## config.mk

```make
export PLATFORM = sky130hd
export DESIGN_NAME = mux_scan_sequencer_flat
export DESIGN_NICKNAME = d
export VERILOG_FILES = /design/src/rtl/mux_scan_sequencer_if.sv /design/src/rtl/mux_scan_sequencer.sv /design/src/flat_wrapper.sv
export SDC_FILE = /design/constraint.sdc
export NUM_CORES = 1
export LEC_CHECK = 0
export ABC_AREA = 1
export BUFFER_PORTS_ARGS = -buffer_cell sky130_fd_sc_hd__buf_2
export CAP_MARGIN = 20
export CORE_MARGIN = 2
export CORE_UTILIZATION = 40
export CTS_CLUSTER_SIZE = 10
export DETAILED_ROUTE_END_ITERATION = 7
export PLACE_DENSITY_LB_ADDON = 0.05
export SETUP_SLACK_MARGIN = 0.2
export SLEW_MARGIN = 0
export SYNTH_ARGS = -nofsm -noshare
export SYNTH_HDL_FRONTEND = slang
export SYNTH_SLANG_ARGS = --single-unit
export TNS_END_PERCENT = 10
```

## constraint.sdc

```tcl
create_clock -name clk -period 1.6 [get_ports clk]
set_clock_uncertainty 0.2 [all_clocks]
set_input_delay 0.16 -clock clk [delete_from_list [all_inputs] [get_ports clk]]
set_output_delay 0.16 -clock clk [all_outputs]
set_load 0.02 [all_outputs]
```

## src/rtl/mux_scan_sequencer_if.sv

```systemverilog
// Handshake and mux-facing signals of mux_scan_sequencer, grouped into one bundle.
// With MUX_SCAN_PARITY_EN defined, the bundle also carries word_parity.
interface mux_scan_sequencer_if #(
   parameter int NUM_CH = 8,
   parameter int SEL_W  = 3
);
   logic              start;
   logic              continuous;
   logic              mux_out;
   logic [SEL_W-1:0]  select;
   logic              busy;
   logic              word_valid;
   logic              word_ready;
   logic [NUM_CH-1:0] word_data;
`ifdef MUX_SCAN_PARITY_EN
   logic              word_parity;
`endif

   // The sequencer side drives the select and word outputs.
   modport master (
      input  start, continuous, mux_out, word_ready,
      output select, busy, word_valid, word_data
`ifdef MUX_SCAN_PARITY_EN
      , output word_parity
`endif
   );

   // The host side issues start/ready and receives the packed word.
   modport slave (
      output start, continuous, mux_out, word_ready,
      input  select, busy, word_valid, word_data
`ifdef MUX_SCAN_PARITY_EN
      , input word_parity
`endif
   );
endinterface

```

## src/rtl/mux_scan_sequencer.sv

```systemverilog
// Walks the mux select over every channel, samples mux_out after a settle wait, and
// hands the packed word downstream. MUX_SCAN_PARITY_EN adds an even-parity output.
module mux_scan_sequencer #(
   parameter int NUM_CH        = 8,
   parameter int SEL_W         = 3,
   parameter int SETTLE_CYCLES = 2
) (
   input  logic                  clk,
   input  logic                  rst,
   mux_scan_sequencer_if.master  scan_if
);
   typedef enum logic [1:0] {IDLE, SETTLE, SAMPLE, HOLD} state_t;

   localparam logic [3:0]       SETTLE_LD = 4'(SETTLE_CYCLES);
   localparam logic [SEL_W-1:0] LAST_SEL  = SEL_W'(NUM_CH - 1);
   // With no settle wait, every channel is a bare SAMPLE cycle.
   localparam state_t           FIRST_ST  = (SETTLE_CYCLES == 0) ? SAMPLE : SETTLE;

   state_t            state_q, state_d;
   logic [SEL_W-1:0]  sel_q, sel_d;
   logic [3:0]        cnt_q, cnt_d;
   logic              busy_q, busy_d;
   logic              valid_q, valid_d;
   logic [NUM_CH-1:0] data_q, data_d;
   logic              restart;

   always_ff @(posedge clk or posedge rst) begin
      if (rst) begin
         state_q <= IDLE;
         sel_q   <= '0;
         cnt_q   <= '0;
         busy_q  <= 1'b0;
         valid_q <= 1'b0;
         data_q  <= '0;
      end else begin
         state_q <= state_d;
         sel_q   <= sel_d;
         cnt_q   <= cnt_d;
         busy_q  <= busy_d;
         valid_q <= valid_d;
         data_q  <= data_d;
      end
   end

   always_comb begin
      state_d = state_q;
      sel_d   = sel_q;
      cnt_d   = cnt_q;
      busy_d  = busy_q;
      valid_d = valid_q;
      data_d  = data_q;
      restart = 1'b0;

      unique case (state_q)
         IDLE: begin
            restart = scan_if.start;
         end
         SETTLE: begin
            cnt_d = cnt_q - 4'd1;
            if (cnt_q <= 4'd1) begin
               state_d = SAMPLE;
            end
         end
         SAMPLE: begin
            data_d[sel_q] = scan_if.mux_out;
            if (sel_q == LAST_SEL) begin
               valid_d = 1'b1;
               state_d = HOLD;
            end else begin
               sel_d   = sel_q + SEL_W'(1);
               cnt_d   = SETTLE_LD;
               state_d = FIRST_ST;
            end
         end
         HOLD: begin
            // A stalled consumer parks the FSM here; word and select stay frozen.
            if (valid_q && scan_if.word_ready) begin
               valid_d = 1'b0;
               if (scan_if.continuous) begin
                  restart = 1'b1;
               end else begin
                  state_d = IDLE;
                  busy_d  = 1'b0;
               end
            end
         end
         default: state_d = IDLE;
      endcase

      // A continuous restart from HOLD is indistinguishable from a start in IDLE.
      if (restart) begin
         sel_d   = '0;
         busy_d  = 1'b1;
         data_d  = '0;
         cnt_d   = SETTLE_LD;
         state_d = FIRST_ST;
      end
   end

   assign scan_if.select     = sel_q;
   assign scan_if.busy       = busy_q;
   assign scan_if.word_valid = valid_q;
   assign scan_if.word_data  = data_q;

`ifdef MUX_SCAN_PARITY_EN
   logic parity_q, parity_d;

   always_comb begin
      parity_d = ^data_d;
   end

   always_ff @(posedge clk or posedge rst) begin
      if (rst) begin
         parity_q <= 1'b0;
      end else begin
         parity_q <= parity_d;
      end
   end

   assign scan_if.word_parity = parity_q;
`endif
endmodule

```

## src/flat_wrapper.sv

```systemverilog
// flat-port wrapper written by rule: the top's interface ports become plain ports
module mux_scan_sequencer_flat 
#(
   parameter int NUM_CH        = 8,
   parameter int SEL_W         = 3,
   parameter int SETTLE_CYCLES = 2
)
  (clk, rst, scan_if_start, scan_if_continuous, scan_if_mux_out, scan_if_word_ready, scan_if_select, scan_if_busy, scan_if_word_valid, scan_if_word_data);
  mux_scan_sequencer_if #(.NUM_CH(NUM_CH), .SEL_W(SEL_W)) scan_if_i ();
  input  logic clk;
  input  logic rst;
  input wire logic [$bits(scan_if_i.start)-1:0] scan_if_start;
  input wire logic [$bits(scan_if_i.continuous)-1:0] scan_if_continuous;
  input wire logic [$bits(scan_if_i.mux_out)-1:0] scan_if_mux_out;
  input wire logic [$bits(scan_if_i.word_ready)-1:0] scan_if_word_ready;
  output wire logic [$bits(scan_if_i.select)-1:0] scan_if_select;
  output wire logic [$bits(scan_if_i.busy)-1:0] scan_if_busy;
  output wire logic [$bits(scan_if_i.word_valid)-1:0] scan_if_word_valid;
  output wire logic [$bits(scan_if_i.word_data)-1:0] scan_if_word_data;
  assign scan_if_i.start = scan_if_start;
  assign scan_if_i.continuous = scan_if_continuous;
  assign scan_if_i.mux_out = scan_if_mux_out;
  assign scan_if_i.word_ready = scan_if_word_ready;
  assign scan_if_select = scan_if_i.select;
  assign scan_if_busy = scan_if_i.busy;
  assign scan_if_word_valid = scan_if_i.word_valid;
  assign scan_if_word_data = scan_if_i.word_data;
  mux_scan_sequencer #(.NUM_CH(NUM_CH), .SEL_W(SEL_W), .SETTLE_CYCLES(SETTLE_CYCLES)) u_core (.clk(clk), .rst(rst), .scan_if(scan_if_i));
endmodule
```

# == After elaboration in Yosys (flattened, before gate mapping) ==
# Cells that the tools add are included.
# totals
regBits,19
in_bits,6
output_inout_bits,13
elab_cells,64
# op_classes
n_addsub,2
n_lt_le_gt_ge,3
n_eq_ne,12
muxes,27
n_reduce_logical,14
# op_table
op,n
$mux W8,2
$mux W2,5
$mux W1,9
$mux W3,3
$bwmux W8,1
$mux W4,2
$ne A2 B1 Y1 const B,4
$pmux W4 S2,1
$reduce_bool A2 Y1,4
$ne A3 B1 Y1 const B,2
$ne A3 B2 Y1 const B,2
$pmux W2 S3,1
$reduce_and A3 Y1,2
$eq A2 B2 Y1 const B,2
$le A4 B1 Y1 const B,1
$lt A3 B4 Y1 const B,1
$pmux W1 S2,2
$reduce_and A2 Y1,2
$reduce_and A4 Y1,1
$reduce_bool A4 Y1,1
$sub A4 B1 Y4 const B,1
$add A3 B1 Y3 const B,1
$demux W1 S3,1
$eq A3 B3 Y1 const B,1
other kinds (5),6

# == Depth between registers and ports, before layout ==
# Gate-level depths: netlist of run 1.
# logic_depth
word_depth,7
depth_mapped,10
ltp_nobuf,9

# == Worst setup path after synthesis of run 1 ==
# No wires, ideal clock.
# synth_path
path_type,register -> register
startpoint,register u_core.sel_q[0] (netlist: u_core.scan_if.select[0])
endpoint,register u_core.state_q[1]
setup_ns,0.119
arrival_ns,1.357
t_required_ns,1.281
slack_ns,-0.076
stages_incl_launch_ff,9
path_buffers,0
synth_period_minus_slack_ns,1.676
path_cell_list,dfrtp_1 > ha_1 > ha_1 > inv_1 > nand2_1 > o21ai_0 > nand3_1 > nand2_1 > nor2_1
# synth_via
elab_chain_len,4
# synth_lines
element,line_no,rtl
start: declaration,mux_scan_sequencer.sv:20,"logic [SEL_W-1:0] sel_q, sel_d;"
start signal: assignment,mux_scan_sequencer.sv:37,sel_q <= sel_d;
$eq A3 B3 Y1,mux_scan_sequencer.sv:66,if (sel_q == LAST_SEL) begin
$mux W2,mux_scan_sequencer.sv:66,
$pmux W2 S3,mux_scan_sequencer.sv:54,unique case (state_q)
$mux W2,mux_scan_sequencer.sv:91,if (restart) begin
end signal: assignment,mux_scan_sequencer.sv:36,state_q <= state_d;
end: declaration,mux_scan_sequencer.sv:19,"state_t state_q, state_d;"
# Every way passes these cells.
# A chain may end at the register's enable or synchronous reset.

# == Worst setup path after layout of run 1 ==
# layout_path
startpoint,register u_core.state_q[0]
endpoint,register u_core.data_q[6] (netlist: u_core.scan_if.word_data[6])
# layout_via
elab_chain_len,3
word_cells_on_any_way,6
classes_between,2 x eq/ne; 2 x mux; 2 x reduce/logical
# layout_lines
element,line_no,rtl
$eq A2 B2 Y1 or $logic_not A2 Y1 (tied branches),mux_scan_sequencer.sv:54,
$pmux W1 S2,mux_scan_sequencer.sv:54,
$mux W8 or $reduce_bool A2 Y1 (tied branches),-,
end signal: assignment,mux_scan_sequencer.sv:41,data_q <= data_d;
end: declaration,mux_scan_sequencer.sv:24,"logic [NUM_CH-1:0] data_q, data_d;"
# Several ways; a longest one is shown, not always the timed one.

==> impl_metrics.tcl, run 1 <==
set metrics [dict create \
    outcome "finished clean" \
    fin_ws_ns 0.0314 \
    rsz0062_at_grt "yes" \
    finalSetupViolCount 0 \
    initial_utilization_pct 42.1 \
    p_leak_nw 0.825 \
    arrival_ns 1.56 \
    min_from "scan_if_word_ready" \
    finalNonFillerCells 214 \
    nets 198 \
    ys_warn_count 0 \
    cts_root_buffer "clkbuf_4" \
    synth_cell_type_count 20 \
    syn_inst 148 \
    fmax_ghz 0.637 \
    hp-class "input port to register" \
    wirelength_um 2620 \
    grt_pass1_vias 988 \
    dp.cells 204 \
    finalHoldViolCount 0 \
    dp.final_hpwl_um 1800 \
    worstSkewPairLatency_ns 0.29 \
    drt_iter0_markers 38 \
    min_to "u_core.scan_if.busy$_DFFE_PP0P_" \
    drt-vias-per-instance 4.86 \
    power_density_nw_per_um2 2220 \
    wl_per_cell_um 12.3 \
    r2r_cells 9 \
    finalCritPeriodShare_pct 98.0 \
    route.detailed.drc 0 \
    port_buffers 18 \
    syn_avg_cell_area_um2 7.84 \
    yosysSeqAreaShare_pct 41.0 \
    area_delta_synth_final_pct 31.6 \
    ys_ff_latch 19 \
    grt_pass1_wl_um 4540 \
    final_area_um2 1530 \
    worstMarginPinSlew_ns 0.257 \
    nFillCells 267 \
    gp_congestion 0.847 \
    dieWidth_um 57.9 \
    p_sw_mw 1.66 \
    layout_common_cells "nand2_1 (40), inv_1 (18), buf_2 (17)" \
    cp_max_fo 6 \
    maxCapViolCount 0 \
    slew_headroom_pct 82.9 \
    cts_tree "built" \
    grt_usage_pct 17.6 \
    placed_area_um2 1380 \
    crit_path_start_kind "register" \
    fin_setup_tns_ns 0 \
    rows 19 \
    antenna_found_initial 0 \
    power.internal_mw 1.73 \
    clkPwrFrac_pct 7.5 \
    critPathRequiredTime_ns 1.60 \
    p_seq_share_pct 25.8 \
    final_common_cell "nand2_1" \
    overflow 0 \
    multiInputGateArea_um2 677 \
    fin_util_pct 55.4 \
    htreeDepth 1 \
    dp_slack_ns -0.0288 \
    io_pins 19 \
    antenna_cells 0 \
    core-area_um2 2760 \
    first_pass_iters 4 \
    p_comb_share_pct 66.7 \
    hold_depth 4 \
    min_period_ns 1.57 \
    die-height_um 57.9 \
    final_layout_size_suffix_gt1_share_pct 36.1 \
    p_sw_share_pct 49.0 \
    cp-end-kind "register" \
    grt_max_degree 20 \
    rrSetupSlack_ns 0.03 \
    seqCellArea_um2 480 \
    synth_fp_nets 162 \
    syn_area_um2 1160 \
    ir_drop_uv 1260 \
    die_area_um2 3350 \
    path_clk_slew_ns 0.12 \
    crit_type "register to register" \
    clock_sinks 19 \
    r2r_end "u_core.scan_if.word_data[6]$_DFFE_PP0P_" \
    cts_buffer_depth 2 \
    vias 1040 \
    cts_made_buffers 3 \
    ant_nets 0 \
    regToRegStartpoint "u_core.state_q[0]$_DFFE_PP0P_" \
    finalMaxSlewViolations 0 \
]
-- power groups by stage --
| stage | sequential, mW | combinational [mW] | clock [mW] |
|---|---|---|---|
| 6_report | 0.877 | 2.26 | 0.253 |
| 5_1_grt | 0.906 | 2.55 | 0.276 |
| 4_1_cts | 0.868 | 2.14 | 0.254 |
| 3_5_place_dp | 0.856 | 1.96 | 0 |
| 3_3_place_gp | 0.846 | 1.95 | 0 |
| 2_1_floorplan | 1.04 | 1.23 | 0 |
-- Yosys cell counts, drive strengths merged --
cell,instances,share of area (%)
a21oi,3,1.3
a22oi,1,0.65
buf,2,1.9
dfrtp,19,41
ha,8,8.6
inv,24,8.0
nand2,49,17
nand3,13,5.6
nand4,2,1.1
nor2,11,5.5
o21ai,12,6.1
o31ai,2,1.3
xor2,2,1.5
-- sequential cells by signal (all words and copies together), names as in the netlist --
signal and flops:
u_core.cnt_q 4, u_core.scan_if.busy 1, u_core.scan_if.select 3, u_core.scan_if.word_data 8
u_core.scan_if.word_valid 1, u_core.state_q 2
-- through the flow --
step,power [mW],hold slack (ns)
2_1_floorplan,2.27,-0.0890
3_3_place_gp,2.80,-0.00830
3_5_place_dp,2.81,-0.000692
4_1_cts,3.27,0.0219
5_1_grt,3.74,0.0461
6_report,3.39,0.0236
-- cell type report --
class / count / area share (%)
Multi-Input combinational cell: 104 / 44.3
Sequential cell: 19 / 31.5
Timing Repair Buffer: 32 / 13.5
Inverter: 24 / 6.39
Tap cell: 31 / 2.54
Clock buffer: 4 / 1.72
-- critical path, cell delays in order (launching register included) --
cell	delay, ns
dfrtp_2	0.48
inv_4	0.09
ha_4	0.21
inv_6	0.06
nor2_4	0.12
nand3_1	0.10
nand2_1	0.06
o21ai_1	0.05
nand2_1	0.06
inv_1	0.03
-- worst max path at each step --
stage | from | to | slack (ns) | depth (start not counted)
6_report | u_core.state_q[0]$_DFFE_PP0P_ | u_core.scan_if.word_data[6]$_DFFE_PP0P_ | 0.03 | 9
5_1_grt | u_core.state_q[0]$_DFFE_PP0P_ | u_core.scan_if.word_data[6]$_DFFE_PP0P_ | -0.04 | 9
4_1_cts | u_core.state_q[0]$_DFFE_PP0P_ | u_core.state_q[0]$_DFFE_PP0P_ | 0.03 | 9
3_5_place_dp | u_core.state_q[0]$_DFFE_PP0P_ | u_core.cnt_q[1]$_DFFE_PP0P_ | -0.03 | 7
3_3_place_gp | u_core.state_q[0]$_DFFE_PP0P_ | u_core.cnt_q[1]$_DFFE_PP0P_ | -0.02 | 7
2_1_floorplan | u_core.state_q[0]$_DFFE_PP0P_ | u_core.scan_if.word_data[6]$_DFFE_PP0P_ | 0.1 | 10
-- logic make-up (layout without fill, tap and decap cells) --
logic type / Yosys count / after routing / synth area share [%]
adder cells (fa/ha/maj): 8 / 8 / 8.63
buffers and inverters: 26 / 60 / 9.93
flip-flops: 19 / 19 / 41.0
AO/OA/AOI/OAI: 18 / 18 / 9.38
XOR/XNOR: 2 / 2 / 1.51
AND/OR/NAND/NOR: 75 / 76 / 29.6
-- metal layers --
metal	wire length (um)	share of wire [%]	GRT usage (%)
met5	0	0	0
met2	1210	46	26.9
met1	1310	50	26.1
met4	27	1.0	4.65
met3	79	3.0	2.68
-- timing repair --
| item | CTS | global route |
|---|---|---|
| hold endpoints to repair | 20 | 0 |
| gates cloned | 1 | 0 |
| gates resized for setup | 9 | 11 |
| setup endpoints to repair | 22 | 22 |
| hold buffers | 2 | 0 |
| pin swaps | 6 | 4 |
| buffers inserted | 1 | 2 |
No activity file was read; power rests on OpenSTA's default activity.
==> inputs of run 2 (changes only) <==
Settings changed: ABC_AREA 1 to not set.
Clock period 1.6 ns to 2 ns, I/O delays scaled along.
==> run 2 against run 1 <==
Compared with the run above: sequential cell count is the same; synthesized area shrank 2.5%; critical path depth shrank 3; global-route usage shrank 2.9 points; critical endpoint is now u_core.cnt_q[2]$_DFFE_PP0P_; highest routed layer unchanged; hold slack gained 0.0018 ns; final cell count shrank 22%; sequential share of layout area grew 3.7 points.
==> impl_metrics.tcl, run 2 <==
set metrics [dict create \
    port_buffers 18 \
    route.detailed.drc 0 \
    vias 852 \
    htreeDepth 1 \
    cts_tree "built" \
    power_density_nw_per_um2 1670 \
    postSynth.asyncResetShare_pct 100 \
    critPathRequiredTime_ns 1.98 \
    core-area_um2 2710 \
    cts_root_buffer "clkbuf_4" \
    cp_max_fo 4 \
    r2r_cells 6 \
    dp_slack_ns 0.125 \
    antenna_cells 0 \
    syn_inst 110 \
    crit_start "u_core.scan_if.select[0]$_DFFE_PP0P_" \
    overflow 0 \
    arrival_ns 1.73 \
    grt_pass1_vias 833 \
    synth_top_area_share_pct 42.0 \
    p_sw_mw 1.02 \
    first_pass_iters 4 \
    final_common_cell "dfrtp_1" \
    min_from "scan_if_start" \
    yosysSeqAreaShare_pct 42.0 \
    crit_path_start_kind "register" \
    clkPwrFrac_pct 8.2 \
    grt_usage_pct 14.7 \
    antenna_found_initial 0 \
    wirelength_um 2150 \
    fmax_ghz 0.571 \
    nets 151 \
    fin_ws_ns 0.249 \
    synth_edf_count 0 \
    grt_pass1_wl_um 3720 \
    ys_ff_latch 19 \
    power.internal_mw 1.25 \
    io_pins 19 \
    layout_common_cells "dfrtp_1 (19), buf_2 (18), nor2_1 (15)" \
    finalMaxSlewViolations 0 \
    ir_drop_uv 806 \
    multiInputGateArea_um2 617 \
    maxCapViolCount 0 \
    slew_headroom_pct 82.0 \
    worstSkewPairLatency_ns 0.29 \
    finalCritPeriodShare_pct 87.5 \
    final_layout_size_suffix_gt1_share_pct 29.4 \
    seqCellArea_um2 475 \
    fin_setup_tns_ns 0 \
    hold_depth 4 \
    synthTopCellsByCount "dfrtp_1 (19), nor2_1 (15), mux2i_1 (10)" \
    cp-end-kind "register" \
    rsz0062_at_grt "yes" \
    p_leak_nw 0.668 \
    drt_iter0_markers 27 \
    nFillCells 260 \
    synth.most_common_cell "dfrtp_1" \
    ys.flop_type "dfrtp_1" \
    synth_cell_type_count 37 \
    p_sw_share_pct 44.9 \
    dp.final_hpwl_um 1600 \
    gp_congestion 0.725 \
    regToRegStartpoint "u_core.scan_if.select[0]$_DFFE_PP0P_" \
    area_delta_synth_final_pct 19.6 \
    synth_fp_nets 124 \
    p_comb_share_pct 60.9 \
    drt-vias-per-instance 5.10 \
    initial_utilization_pct 41.7 \
    outcome "finished clean" \
    die-height_um 57.2 \
    cts_made_buffers 3 \
    min_period_ns 1.75 \
    ant_nets 0 \
    cts_buffer_depth 2 \
    syn_area_um2 1130 \
    syn_avg_cell_area_um2 10.3 \
    rows 19 \
    clock_sinks 19 \
    ys_warn_count 0 \
    finalSetupViolCount 0 \
    path_clk_slew_ns 0.10 \
    finalHoldViolCount 0 \
    largest_reg_flops 8 \
    die_area_um2 3270 \
    hold_ws_ns 0.0254 \
    grt_max_degree 20 \
    synth_area_leaders "dfrtp_1 (42%), ha_1 (8.8%), mux2i_1 (8.8%), nor2_1 (5.0%), nor3b_2 (2.2%)" \
    crit_type "register to register" \
    hp-class "input port to register" \
    wl_per_cell_um 12.9 \
    p_seq_share_pct 30.9 \
    dieWidth_um 57.2 \
    synth.largest_area_cell "dfrtp_1" \
    worstMarginPinSlew_ns 0.268 \
]
run 2: changes by cell type after synthesis, moves of 3 or more:
cell | before | now
o211ai_1 | 0 | 3
nor2_1 | 8 | 15
o21ai_1 | 7 | 0
nand3_1 | 13 | 4
mux2i_1 | 0 | 10
nand2_1 | 44 | 6
nor2_4 | 3 | 0
nand2_2 | 4 | 0
inv_1 | 21 | 6
run 2: power groups by stage:
stage               logic, mW  clock network [mW]  registers (mW)
global route             1.52               0.219           0.729
detailed placement       1.30                   0           0.706
CTS                      1.34               0.199           0.699
global placement         1.29                   0           0.697
floorplan               0.843                   0           0.842
finish                   1.38               0.186           0.699
run 2: final timing paths:
path                                                                 to  slack (ns)
min in group asynchronous                 u_core.state_q[1]$_DFFE_PP0P_        0.26
worst min register to register  u_core.scan_if.word_data[1]$_DFFE_PP0P_        0.33
max in group asynchronous                   u_core.cnt_q[3]$_DFFE_PP0P_        1.14
worst max register to register              u_core.cnt_q[2]$_DFFE_PP0P_        0.25
worst min-delay path                        u_core.cnt_q[3]$_DFFE_PP0P_        0.03
worst max-delay path                        u_core.cnt_q[2]$_DFFE_PP0P_        0.25
run 2: cell type report:
type / instances / area share [%]
Sequential cell: 19 / 35.2
Tap cell: 31 / 2.87
Timing Repair Buffer: 27 / 12.8
Clock buffer: 4 / 1.94
Multi-Input combinational cell: 80 / 45.6
Inverter: 6 / 1.67
run 2: cell families after synthesis:
kind of cell,count (synthesis),synth area share (%)
AND/OR/NAND/NOR,40,19.6
flip-flops,19,42.0
XOR/XNOR,1,0.774
AO/OA/AOI/OAI,21,14.8
adder cells (fa/ha/maj),8,8.85
multiplexers,10,8.85
buffers and inverters,11,5.09
run 2: per-layer routing:
layer	part of all wire, %	global-route usage [%]
met1	53	20.8
met2	43	22.2
met3	3.3	4.76
met4	0.74	2.99
met5	0	0
run 2: stage by stage:
| step | instances | util, % | area, um^2 | power (mW) |
|---|---|---|---|---|
| 4_1_cts | 166 | 49.0 | 1330 | 2.24 |
| 2_1_floorplan | 110 | - | 1130 | 1.68 |
| 5_1_grt | 167 | 49.9 | 1350 | 2.47 |
| 3_5_place_dp | 160 | 46.9 | 1270 | 2.01 |
| 3_3_place_gp | 160 | 46.9 | 1270 | 1.98 |
| 6_report | 167 | 49.9 | 1350 | 2.27 |
run 2: critical path, cell delays in order (launching register included):
cell	delay (ns)
dfrtp_1	0.40
ha_1	0.20
ha_1	0.23
nand2_1	0.14
o21ai_0	0.10
a21o_1	0.18
a32o_1	0.20
run 2: timing repair:
action / 4_1_cts / 5_1_grt
hold buffers: 1 / 0
pin swaps: 1 / 0
endpoints found under the setup margin: 15 / 17
hold endpoints to repair: 19 / 0
setup buffers: 1 / 1
resized for setup: 1 / 3
==> inputs of run 3 (changes only) <==
Settings changed: CORE_ASPECT_RATIO set to 1.5.
==> run 3 against run 2 <==
Compared with the run above: die area rose by 0.27%; utilization grew 0.30 points; critical path type unchanged; critical path depth did not move; first-iteration DRC count fell by 41%; routed wire length grew 5.2%; combinational power is 4% lower.
==> impl_metrics.tcl, run 3 (synthesis results as in run 2) <==
set metrics [dict create \
    outcome "finished clean" \
    worstMarginPinSlew_ns 0.730 \
    fmax_ghz 0.570 \
    nets 149 \
    maxCapViolCount 0 \
    post_cts_buffers 0 \
    placed_area_um2 1280 \
    largest_reg_flops 8 \
    p_leak_nw 0.662 \
    grt_pass1_wl_um 3890 \
    cts_made_buffers 3 \
    wl_per_cell_um 13.2 \
    drt-met1-wl_um 972 \
    finalSetupViolCount 0 \
    nFillCells 264 \
    overflow 0 \
    cts_buffer_depth 2 \
    multiInputGateArea_um2 609 \
    hp-class "input port to register" \
    wl_met3_um 50 \
    grt_pass1_vias 928 \
    top_layer "met4" \
    layout_common_cells "dfrtp_1 (19), buf_2 (18), nor2_1 (14)" \
    clock_sinks 19 \
    fin_setup_tns_ns 0 \
    drt_iter0_markers 16 \
    wirelength_um 2270 \
    port_buffers 18 \
    dieWidth_um 47.4 \
    io_pins 19 \
    rows 23 \
    die_area_um2 3280 \
    ir_drop_uv 773 \
    cp_max_fo 6 \
    critPathRequiredTime_ns 1.94 \
    core-area_um2 2680 \
    final_common_cell "dfrtp_1" \
    route.detailed.drc 0 \
    path_clk_slew_ns 0.07 \
    final_area_um2 1340 \
    dp.final_hpwl_um 1740 \
    r2r_cells 6 \
    grt_max_degree 20 \
    antenna_found_initial 0 \
    crit_path_start_kind "register" \
    cts_root_buffer "clkbuf_8" \
    grt_usage_pct 16.0 \
    cts_tree "built" \
    cp-end-kind "register" \
    slew_headroom_pct 51.3 \
    hold_ws_ns 0.0533 \
    antenna_cells 0 \
    power_density_nw_per_um2 1710 \
    area_delta_synth_final_pct 18.8 \
    dp.cells 166 \
    vias 884 \
    crit_type "register to register" \
    first_pass_iters 3 \
    finalMaxSlewViolations 0 \
    htreeDepth 1 \
    initial_utilization_pct 42.3 \
    die-height_um 69.1 \
    finalCritPeriodShare_pct 87.7 \
    gp_congestion 0.866 \
    arrival_ns 1.69 \
    finalHoldViolCount 0 \
    rrSetupSlack_ns 0.25 \
    min_period_ns 1.75 \
    seqCellArea_um2 475 \
    wl_met2_um 1210 \
    rsz0062_at_grt "yes" \
    drt-vias-per-instance 5.17 \
    hold_depth 3 \
    finalNonFillerCells 171 \
    worstSkewPairLatency_ns 0.25 \
    final_layout_size_suffix_gt1_share_pct 29.1 \
    ant_nets 0 \
    fin_util_pct 50.2 \
]
-- run 3: cell count changes in the layout (fill, tap and decap cells not counted) --
cell and delta:
ha_4 -1, buf_12 -1, nor2_2 +1, nor2_1 -1, buf_4 -1, clkbuf_4 -3, clkbuf_8 +3, ha_2 +1
-- run 3: critical path, stage by stage (launching register included) --
cell	delay, ns
dfrtp_1	0.43
inv_1	0.07
ha_1	0.22
nor2_2	0.16
o31ai_4	0.08
and2_4	0.15
a221o_1	0.33
-- run 3: per-stage QoR --
| step | setup slack [ns] | total power [mW] |
|---|---|---|
| 2_1_floorplan | 0.283 | 1.68 |
| 6_report | 0.246 | 2.30 |
| 3_3_place_gp | 0.161 | 2.01 |
| 3_5_place_dp | 0.144 | 2.03 |
| 5_1_grt | 0.154 | 2.51 |
| 4_1_cts | 0.201 | 2.31 |
-- run 3: path summary, 6_finish.rpt --
check	start	end
hold reg to reg	u_core.scan_if.busy$_DFFE_PP0P_	u_core.scan_if.busy$_DFFE_PP0P_
setup / recovery	u_core.cnt_q[0]$_DFFE_PP0P_	u_core.state_q[0]$_DFFE_PP0P_
hold / removal	scan_if_continuous	u_core.scan_if.busy$_DFFE_PP0P_
min in group asynchronous	rst	u_core.scan_if.busy$_DFFE_PP0P_
max in group asynchronous	rst	u_core.cnt_q[1]$_DFFE_PP0P_
setup reg to reg	u_core.cnt_q[0]$_DFFE_PP0P_	u_core.state_q[0]$_DFFE_PP0P_
-- run 3: power by group --
| part | internal [mW] | switching, mW |
|---|---|---|
| clock | 0.142 | 0.122 |
| combinational | 0.570 | 0.758 |
| sequential | 0.564 | 0.144 |
-- run 3: area by class of cell --
cell class / count / area share, %
sequential: 19 / 35.4
clock buffer: 4 / 3.35
tap: 37 / 3.45
timing repair buffer: 25 / 10.8
inverter: 6 / 1.68
multi-input combinational: 80 / 45.3
-- run 3: layer usage --
layer,GRT usage [%],up-vias
met4,7.10,0
met2,27.0,11
met5,0,-
met1,18.7,430
li1,-,439
met3,2.36,4
-- run 3: timing repair --
item / 4_1_cts / 5_1_grt
endpoints found under the hold margin: 19 / 0
setup endpoints to repair: 9 / 17
cloned: 0 / 0
resized for setup: 1 / 3
hold buffers: 1 / 0
